==> config.mk <==
export PLATFORM = sky130hd
export DESIGN_NAME = lcd_text_ctrl_flat
export DESIGN_NICKNAME = d
export VERILOG_FILES = /design/src/rtl/lcd_pkg.sv /design/src/rtl/lcd_text_ctrl_if.sv /design/src/rtl/lcd_bus_writer.sv /design/src/rtl/lcd_text_ctrl.sv /design/src/flat_wrapper.sv
export SDC_FILE = /design/constraint.sdc
export NUM_CORES = 1
export LEC_CHECK = 0
export BUFFER_PORTS_ARGS = -buffer_cell sky130_fd_sc_hd__buf_2
export CORE_ASPECT_RATIO = 2
export CORE_UTILIZATION = 25
export DETAILED_ROUTE_END_ITERATION = 12
export SYNTH_ARGS = -nofsm -noshare
export SYNTH_HDL_FRONTEND = slang
export SYNTH_SLANG_ARGS = --single-unit
export TNS_END_PERCENT = 50
==> constraint.sdc <==
create_clock -name iCLK_50MHZ -period 4.6 [get_ports iCLK_50MHZ]
set_clock_uncertainty 0.1 [all_clocks]
set_input_delay 0.92 -clock iCLK_50MHZ [delete_from_list [all_inputs] [get_ports iCLK_50MHZ]]
set_output_delay 0.92 -clock iCLK_50MHZ [all_outputs]
set_load 0.02 [all_outputs]
==> src/rtl/lcd_pkg.sv <==
// rtl/lcd_pkg.sv - shared constants, row-base table and FSM state type for the LCD text controller
package lcd_pkg;

    localparam logic [7:0] FUNC_SET  = 8'h38;
    localparam logic [7:0] DISP_ON   = 8'h0C;
    localparam logic [7:0] CLEAR     = 8'h01;
    localparam logic [7:0] ENTRY     = 8'h06;
    localparam logic [7:0] SET_DDRAM = 8'h80;
    localparam logic [7:0] SPACE     = 8'h20;

    typedef enum logic [2:0] {
        ST_PWR_WAIT,
        ST_INIT,
        ST_ROW_ADDR,
        ST_CHAR,
        ST_FRAME_END
    } state_e;

    // DDRAM start address of each display row (HD44780 4-line layout)
    function automatic logic [7:0] row_base(input logic [1:0] r);
        logic [7:0] b;
        case (r)
            2'd0:    b = 8'h00;
            2'd1:    b = 8'h40;
            2'd2:    b = 8'h14;
            default: b = 8'h54;
        endcase
        return b;
    endfunction

    // Init command sequence, in issue order
    function automatic logic [7:0] init_cmd(input logic [1:0] i);
        logic [7:0] c;
        case (i)
            2'd0:    c = FUNC_SET;
            2'd1:    c = DISP_ON;
            2'd2:    c = CLEAR;
            default: c = ENTRY;
        endcase
        return c;
    endfunction

endpackage

==> src/rtl/lcd_text_ctrl_if.sv <==
// rtl/lcd_text_ctrl_if.sv - host character write port
interface lcd_text_ctrl_if;
    logic       wr_en;
    logic [1:0] wr_row;
    logic [5:0] wr_col;
    logic [7:0] wr_char;

    modport master (output wr_en, wr_row, wr_col, wr_char);
    modport slave  (input  wr_en, wr_row, wr_col, wr_char);
endinterface

==> src/rtl/lcd_bus_writer.sv <==
// rtl/lcd_bus_writer.sv - one HD44780 byte transfer: setup, enable pulse, post-byte wait
module lcd_bus_writer #(
    parameter int EN_CYC  = 16,
    parameter int CMD_CYC = 2000,
    parameter int CLR_CYC = 82000
) (
    input  logic       clk,
    input  logic       rst_n,
    input  logic       start,
    input  logic       rs,
    input  logic [7:0] data_in,
    input  logic       long_wait,
    output logic       busy,
    output logic       done,
    output logic       lcd_e,
    output logic       lcd_rs,
    output logic [7:0] lcd_data
);

    logic        busy_q, busy_d;
    logic        long_q, long_d;
    logic        e_q, e_d;
    logic        rs_q, rs_d;
    logic [7:0]  data_q, data_d;
    logic [31:0] cnt_q, cnt_d;
    logic [31:0] last_cnt;

    // Final cycle index of the transfer: setup + enable + low + wait
    always_comb begin
        last_cnt = long_q ? 32'(EN_CYC + 1 + CLR_CYC) : 32'(EN_CYC + 1 + CMD_CYC);
    end

    // done marks the last wait cycle so a new start can follow with no gap
    assign done = busy_q && (cnt_q == last_cnt);

    // Transfer sequencing; RS/DATA are latched once and held for the whole transfer
    always_comb begin
        busy_d = busy_q;
        long_d = long_q;
        rs_d   = rs_q;
        data_d = data_q;
        cnt_d  = cnt_q;
        if (start) begin
            busy_d = 1'b1;
            cnt_d  = 32'd0;
            rs_d   = rs;
            data_d = data_in;
            long_d = long_wait;
        end else if (busy_q) begin
            if (done) begin
                busy_d = 1'b0;
                cnt_d  = 32'd0;
            end else begin
                cnt_d = cnt_q + 32'd1;
            end
        end
        e_d = busy_d && (cnt_d >= 32'd1) && (cnt_d <= 32'(EN_CYC));
    end

    // Registered pins so reset clears them immediately
    always_ff @(posedge clk or negedge rst_n) begin
        if (!rst_n) begin
            busy_q <= 1'b0;
            long_q <= 1'b0;
            e_q    <= 1'b0;
            rs_q   <= 1'b0;
            data_q <= 8'h00;
            cnt_q  <= 32'd0;
        end else begin
            busy_q <= busy_d;
            long_q <= long_d;
            e_q    <= e_d;
            rs_q   <= rs_d;
            data_q <= data_d;
            cnt_q  <= cnt_d;
        end
    end

    assign busy     = busy_q;
    assign lcd_e    = e_q;
    assign lcd_rs   = rs_q;
    assign lcd_data = data_q;

endmodule

==> src/rtl/lcd_text_ctrl.sv <==
// rtl/lcd_text_ctrl.sv - character buffer and refresh FSM driving an HD44780 text LCD
module lcd_text_ctrl
    import lcd_pkg::*;
#(
    parameter int CLK_HZ  = 50000000,
    parameter int ROWS    = 2,
    parameter int COLS    = 16,
    parameter int EN_CYC  = 16,
    parameter int CMD_CYC = 2000,
    parameter int CLR_CYC = 82000,
    parameter int PWR_CYC = 750000
) (
    input  logic              iCLK_50MHZ,
    input  logic              iRST_N,
    lcd_text_ctrl_if.slave    wr,
    output logic              init_done,
    output logic              frame_done,
    output logic [7:0]        LCD_DATA,
    output logic              LCD_RW,
    output logic              LCD_E,
    output logic              LCD_RS
);

    localparam int CELLS = ROWS * COLS;
    localparam int IW    = (CELLS > 1) ? $clog2(CELLS) : 1;

    if (CLK_HZ <= 0 || ROWS < 1 || ROWS > 4 || COLS < 8 || COLS > 40 || PWR_CYC < CELLS) begin : g_bad_params
        $error("lcd_text_ctrl: parameter out of range");
    end

    state_e          state_q, state_d;
    logic [31:0]     pwr_cnt_q, pwr_cnt_d;
    logic [2:0]      idx_q, idx_d;
    logic [1:0]      row_q, row_d;
    logic [5:0]      col_q, col_d;
    logic            init_done_q, init_done_d;
    logic            frame_done_q, frame_done_d;
    logic [IW-1:0]   fill_idx_q, fill_idx_d;
    logic            fill_busy_q, fill_busy_d;
    logic [CELLS-1:0] written_q, written_d;

    logic [7:0]      buf_mem [CELLS];
    logic            host_ok;
    logic [IW-1:0]   host_idx;
    logic            fill_we;
    logic [IW-1:0]   rd_idx;
    logic [7:0]      rd_data;

    logic            wb_start, wb_rs, wb_long, wb_busy, wb_done, wb_ready;
    logic [7:0]      wb_data;

    // Host write decode; out-of-range coordinates never touch the buffer
    always_comb begin
        host_ok  = wr.wr_en && (32'(wr.wr_row) < 32'(ROWS)) && (32'(wr.wr_col) < 32'(COLS));
        host_idx = IW'(32'(wr.wr_row) * 32'(COLS) + 32'(wr.wr_col));
        rd_idx   = IW'(32'(row_q) * 32'(COLS) + 32'(col_q));
        rd_data  = buf_mem[rd_idx];
    end

    // Space fill after reset; cells already written by the host are skipped
    always_comb begin
        written_d   = written_q;
        fill_idx_d  = fill_idx_q;
        fill_busy_d = fill_busy_q;
        fill_we     = fill_busy_q && !written_q[fill_idx_q] && !(host_ok && (host_idx == fill_idx_q));
        if (host_ok) begin
            written_d[host_idx] = 1'b1;
        end
        if (fill_busy_q) begin
            if (fill_idx_q == IW'(CELLS - 1)) begin
                fill_busy_d = 1'b0;
            end else begin
                fill_idx_d = fill_idx_q + 1'b1;
            end
        end
    end

    // Character buffer storage; contents are rebuilt by the fill, so no reset
    always_ff @(posedge iCLK_50MHZ) begin
        if (fill_we) begin
            buf_mem[fill_idx_q] <= SPACE;
        end
        if (host_ok) begin
            buf_mem[host_idx] <= wr.wr_char;
        end
    end

    assign wb_ready = !wb_busy || wb_done;

    // Refresh FSM: each state names the next byte to issue; issuing on done keeps bytes back-to-back
    always_comb begin
        state_d      = state_q;
        pwr_cnt_d    = pwr_cnt_q;
        idx_d        = idx_q;
        row_d        = row_q;
        col_d        = col_q;
        init_done_d  = init_done_q;
        frame_done_d = 1'b0;
        wb_start     = 1'b0;
        wb_rs        = 1'b0;
        wb_data      = 8'h00;
        wb_long      = 1'b0;
        unique case (state_q)
            ST_PWR_WAIT: begin
                if (pwr_cnt_q == 32'(PWR_CYC - 1)) begin
                    pwr_cnt_d = 32'd0;
                    idx_d     = 3'd0;
                    state_d   = ST_INIT;
                end else begin
                    pwr_cnt_d = pwr_cnt_q + 32'd1;
                end
            end
            ST_INIT: begin
                if (idx_q != 3'd4) begin
                    if (wb_ready) begin
                        wb_start = 1'b1;
                        wb_data  = init_cmd(idx_q[1:0]);
                        wb_long  = (idx_q == 3'd2);
                        idx_d    = idx_q + 3'd1;
                    end
                end else if (wb_done) begin
                    init_done_d = 1'b1;
                    row_d       = 2'd0;
                    col_d       = 6'd0;
                    state_d     = ST_ROW_ADDR;
                end
            end
            ST_ROW_ADDR: begin
                if (wb_ready) begin
                    wb_start = 1'b1;
                    wb_data  = SET_DDRAM | row_base(row_q);
                    col_d    = 6'd0;
                    state_d  = ST_CHAR;
                end
            end
            ST_CHAR: begin
                if (wb_ready) begin
                    wb_start = 1'b1;
                    wb_rs    = 1'b1;
                    wb_data  = rd_data;
                    if (col_q == 6'(COLS - 1)) begin
                        col_d = 6'd0;
                        if (row_q == 2'(ROWS - 1)) begin
                            frame_done_d = 1'b1;
                            state_d      = ST_FRAME_END;
                        end else begin
                            row_d   = row_q + 2'd1;
                            state_d = ST_ROW_ADDR;
                        end
                    end else begin
                        col_d = col_q + 6'd1;
                    end
                end
            end
            ST_FRAME_END: begin
                row_d   = 2'd0;
                state_d = ST_ROW_ADDR;
            end
            default: begin
                state_d = ST_PWR_WAIT;
            end
        endcase
    end

    // Control registers with asynchronous clear
    always_ff @(posedge iCLK_50MHZ or negedge iRST_N) begin
        if (!iRST_N) begin
            state_q      <= ST_PWR_WAIT;
            pwr_cnt_q    <= 32'd0;
            idx_q        <= 3'd0;
            row_q        <= 2'd0;
            col_q        <= 6'd0;
            init_done_q  <= 1'b0;
            frame_done_q <= 1'b0;
            fill_idx_q   <= '0;
            fill_busy_q  <= 1'b1;
            written_q    <= '0;
        end else begin
            state_q      <= state_d;
            pwr_cnt_q    <= pwr_cnt_d;
            idx_q        <= idx_d;
            row_q        <= row_d;
            col_q        <= col_d;
            init_done_q  <= init_done_d;
            frame_done_q <= frame_done_d;
            fill_idx_q   <= fill_idx_d;
            fill_busy_q  <= fill_busy_d;
            written_q    <= written_d;
        end
    end

    lcd_bus_writer #(
        .EN_CYC  (EN_CYC),
        .CMD_CYC (CMD_CYC),
        .CLR_CYC (CLR_CYC)
    ) u_bus_writer (
        .clk       (iCLK_50MHZ),
        .rst_n     (iRST_N),
        .start     (wb_start),
        .rs        (wb_rs),
        .data_in   (wb_data),
        .long_wait (wb_long),
        .busy      (wb_busy),
        .done      (wb_done),
        .lcd_e     (LCD_E),
        .lcd_rs    (LCD_RS),
        .lcd_data  (LCD_DATA)
    );

    assign init_done  = init_done_q;
    assign frame_done = frame_done_q;
    assign LCD_RW     = 1'b0;

endmodule

==> src/flat_wrapper.sv <==
// flat-port wrapper written by rule: the top's interface ports become plain ports
module lcd_text_ctrl_flat import lcd_pkg::*;
#(
    parameter int CLK_HZ  = 50000000,
    parameter int ROWS    = 2,
    parameter int COLS    = 16,
    parameter int EN_CYC  = 16,
    parameter int CMD_CYC = 2000,
    parameter int CLR_CYC = 82000,
    parameter int PWR_CYC = 750000
)
  (iCLK_50MHZ, iRST_N, init_done, frame_done, LCD_DATA, LCD_RW, LCD_E, LCD_RS, wr_wr_en, wr_wr_row, wr_wr_col, wr_wr_char);
  lcd_text_ctrl_if wr_i ();
  input  logic iCLK_50MHZ;
  input  logic iRST_N;
  output logic init_done;
  output logic frame_done;
  output logic [7:0] LCD_DATA;
  output logic LCD_RW;
  output logic LCD_E;
  output logic LCD_RS;
  input wire logic [$bits(wr_i.wr_en)-1:0] wr_wr_en;
  input wire logic [$bits(wr_i.wr_row)-1:0] wr_wr_row;
  input wire logic [$bits(wr_i.wr_col)-1:0] wr_wr_col;
  input wire logic [$bits(wr_i.wr_char)-1:0] wr_wr_char;
  assign wr_i.wr_en = wr_wr_en;
  assign wr_i.wr_row = wr_wr_row;
  assign wr_i.wr_col = wr_wr_col;
  assign wr_i.wr_char = wr_wr_char;
  lcd_text_ctrl #(.CLK_HZ(CLK_HZ), .ROWS(ROWS), .COLS(COLS), .EN_CYC(EN_CYC), .CMD_CYC(CMD_CYC), .CLR_CYC(CLR_CYC), .PWR_CYC(PWR_CYC)) u_core (.iCLK_50MHZ(iCLK_50MHZ), .iRST_N(iRST_N), .wr(wr_i), .init_done(init_done), .frame_done(frame_done), .LCD_DATA(LCD_DATA), .LCD_RW(LCD_RW), .LCD_E(LCD_E), .LCD_RS(LCD_RS));
endmodule
==> flow_metrics.py <==
metrics = {
    "final_layout": {
        "nFillCells": 7432,
        "area_growth_pct": 13.1,
        "final_layout_size_suffix_gt1_share_pct": 18.2,
        "ff_latch_area_um2": 10900,
        "final_nets": 1457,
        "final_instance_area_um2": 21000,
        "final_util_pct": 28.5,
        "multi_input_area_um2": 7240,
    },
    "synthesis": {
        "cells_after_synthesis": 1406,
        "post_synth_top_flop": "edfxtp_1",
        "synthesis.area_per_instance_um2": 13.2,
        "syn_nets": 1442,
        "synth_edf_count": 256,
        "portion_of_the_post_synthesis_area_used_by_sequential_elements_pct": 58.8,
        "post_synth_instance_area_um2": 18600,
        "synth-warning-count": 0,
        "async_reset_ff_share_pct": 33.7,
        "synth.distinct_cells": 69,
        "ys_seq_elements": 386,
    },
    "global_routing": {
        "largest_net_degree_at_the_start_of_global_routing": 100,
        "global_route_wire_length_before_repair_mm": 73.6,
        "antenna_violations_before_repair": 2,
        "global_route.usage.met3_pct": 1.38,
        "layer_carrying_the_most_global_route_usage": "met2",
        "global_route.overflow_total": 0,
        "groute.layer.met2.usage_pct": 25.4,
        "gr_usage_total_pct": 12.9,
        "vias_in_the_first_global_route": 12100,
        "globalRouteMet1Util_pct": 12.9,
    },
    "die": {
        "dieArea_um2": 75600,
        "core-area_um2": 73700,
        "die_width_um": 195,
        "row_count": 141,
        "initial_core_util_pct": 25.2,
        "num_io_pins": 32,
        "die_h_um": 388,
    },
    "setup_path": {
        "cp-endpoint": "u_core.buf_mem[29][1]",
        "reg2reg_to": "u_core.buf_mem[29][1]",
        "setup.worst_path.start": "u_core.fill_idx_q[0]",
        "crit_path_cell_trace": "mux4_2, mux4_2, or3b_2, or2_2, o22ai_1",
        "crit_path_max_incr_delay_ns": 0.80,
        "signal_arrival_time_at_the_worst_endpoint_ns": 3.91,
        "crit_slowest_cell": "dfrtp_1",
        "maximum_net_fanout_on_the_critical_path": 13,
        "critical-path-top-cell-by-count": "mux4_2",
        "worstRegToRegCells": 5,
        "setup.reg_to_reg.worst_slack_ns": 0.77,
        "critical_path.endpoint_type": "flop",
        "path_class": "flop to flop",
        "critical_path.startpoint_type": "flop",
        "timing.rr.start": "u_core.fill_idx_q[0]",
        "crit_required_ns": 4.68,
    },
    "clock_tree": {
        "cts-buffers-inserted": 37,
        "cts.hold.buffers_added": 0,
        "clockRootBuffer": "clkbuf_16",
        "post_cts.resized_instances": 0,
        "htree_levels": 2,
        "clock_latency_ns": 0.56,
        "cts_tree": "built",
        "tritoncts_num_sinks": 386,
        "clkSlewWorstSetupHoldPaths_ns": 0.06,
        "cts-root-to-sink-buffers": 3,
        "number_of_buffers_inserted_by_post_cts_setup_repair": 0,
    },
    "drt": {
        "postRouteWirelength_mm": 48.5,
        "final_ant_viol_nets": 0,
        "drc": 0,
        "detailedRoute.firstIterationViolations": 618,
        "vias": 11300,
        "vias_per_cell": 4.75,
        "wl_per_cell_um": 20.4,
        "drt-pass1-iter-count": 5,
    },
    "placement": {
        "placement.cell_area_um2": 19800,
        "dp.final_hpwl_mm": 35.0,
        "place_congestion": 0.815,
        "placement.io_buffers": 30,
    },
    "sta": {
        "timing.final.crit_period_ns": 3.83,
        "setup-violations-final": 0,
        "max_slew_margin_pct": 32.7,
        "post-route-period-util_pct": 83.2,
        "rsz_0062_raised_after_global_routing": "false",
        "max_clock_freq_mhz": 261,
        "report.final.slew_viol_count": 0,
        "final_hold_viol_count": 0,
        "setup_total_negative_slack_ns": 0,
        "max_slew.worst_pin.slew_ns": 1.01,
    },
    "power": {
        "p_total_mw": 6.96,
        "power.ir.vdd_worst_mv": 0.255,
        "cellPowerDensity_nw_per_um2": 331,
        "power.static_leakage_nw": 7.05,
    },
    "worst_hold_path": {
        "min_path_type": "flop to flop",
    },
    "flow_run": {
        "cap_viol_max_count": 0,
    },
    "run_status": {
        "run_status": "finished, final reports clean",
    },
}
-- cell families (layout without fill, tap and decap cells) --
family	count (synthesis)	after routing	share of synthesized area [%]
mux	104	104	11.6
buf+inv	101	144	2.31
flops	386	386	58.8
xor+xnor	77	77	3.63
other cells	1	3	0.0202
fa+ha+maj	17	17	1.14
simple gates	618	618	18.7
compound gates	102	102	3.77
-- per-layer routing --
metal	vias to the layer above	share of wire (%)
met5	-	0
met3	109	3.1
met4	0	5.2
met2	275	57
li1	5157	-
met1	5769	34
-- power by group --
group / internal (mW) / switching, mW
Sequential: 3.70 / 0.0201
Clock: 1.74 / 1.36
Combinational: 0.0433 / 0.104
-- cells in the final DEF (no fill, tap or decap), drive strengths merged, types with 16 or more instances in the layout --
cell type,n
mux4,89
nand4,25
inv,22
or3,37
or2,36
nor3,27
o22ai,18
dfrtp,129
nor4,16
nor2,107
edfxtp,256
xnor2,46
buf,56
a21o,17
xor2,31
ha,17
and2,231
o21ai,21
nand3,38
nand2,52
clkbuf,48
-- worst max-delay path, delay by kind of cell, from the launching register on --
family             cells  cell delay (ns)
muxes                  2             1.06
DFF                    1             0.80
and+or+nand+nor        2             0.91
AOI/OAI and AO/OA      1             0.58
-- area by class of cell --
type | count | area share (%)
diodes | 2 | 0.0238
clock buffers | 48 | 4.79
clock inverters | 19 | 1.03
inverters | 21 | 0.375
multi-input cells | 919 | 34.4
flip-flops and latches | 386 | 52.0
well taps | 929 | 5.53
repair buffers | 56 | 1.79
-- registers in the layout, summed over array words and instances (netlist names) --
| register | count |
|---|---|
| u_core.buf_mem | 256 |
| u_core.pwr_cnt_q | 32 |
| u_core.u_bus_writer.cnt_q | 32 |
| u_core.written_q | 32 |
| u_core.u_bus_writer.lcd_data | 8 |
| u_core.col_q | 6 |
| u_core.fill_idx_q | 5 |
| u_core.idx_q | 3 |
| u_core.state_q | 3 |
| u_core.row_q | 2 |
| u_core.fill_busy_q | 1 |
| u_core.frame_done | 1 |
| u_core.init_done | 1 |
| u_core.u_bus_writer.busy | 1 |
| u_core.u_bus_writer.lcd_e | 1 |
| u_core.u_bus_writer.lcd_rs | 1 |
| u_core.u_bus_writer.long_q | 1 |
-- worst min-delay path by stage --
stage	cells after the start	slack (ns)	startpoint	to
floorplan	1	0.33	u_core.written_q[10]	u_core.written_q[10]
global placement	1	0.35	u_core.written_q[26]	u_core.written_q[26]
detailed placement	1	0.35	u_core.written_q[0]	u_core.written_q[0]
CTS	1	0.36	u_core.written_q[0]	u_core.written_q[0]
global route	1	0.37	u_core.written_q[0]	u_core.written_q[0]
finish	1	0.36	u_core.init_done	u_core.init_done
-- stage by stage --
step	std cells	worst slack, ns	hold slack (ns)
after floorplan	1406	0.908	0.334
after global placement	2311	0.863	0.346
after detailed placement	2311	0.684	0.348
after CTS	2378	0.718	0.364
after global routing	2379	0.596	0.370
final	2380	0.773	0.365
-- Yosys cell counts (all sizes together) (9+ instances only) --
master  count  share of area [%]
edfxtp    256                 41
and2      231                7.8
dfrtp     129                 17
nor2      107                2.2
mux4       89                 11
clkbuf     62                1.3
nand2      52                1.0
xnor2      46                2.2
nand3      38                1.1
or3        37                1.3
or2        36                1.2
xor2       31                1.5
nor3       27               0.73
nand4      25               0.84
inv        21               0.42
o21ai      21               0.56
buf        18               0.57
o22ai      18               0.61
a21o       17               0.69
ha         17                1.1
nor4       16               0.62
and3       13               0.46
mux2i      10               0.54
nand2b      9               0.30
Power figures use the tool's default switching activity.
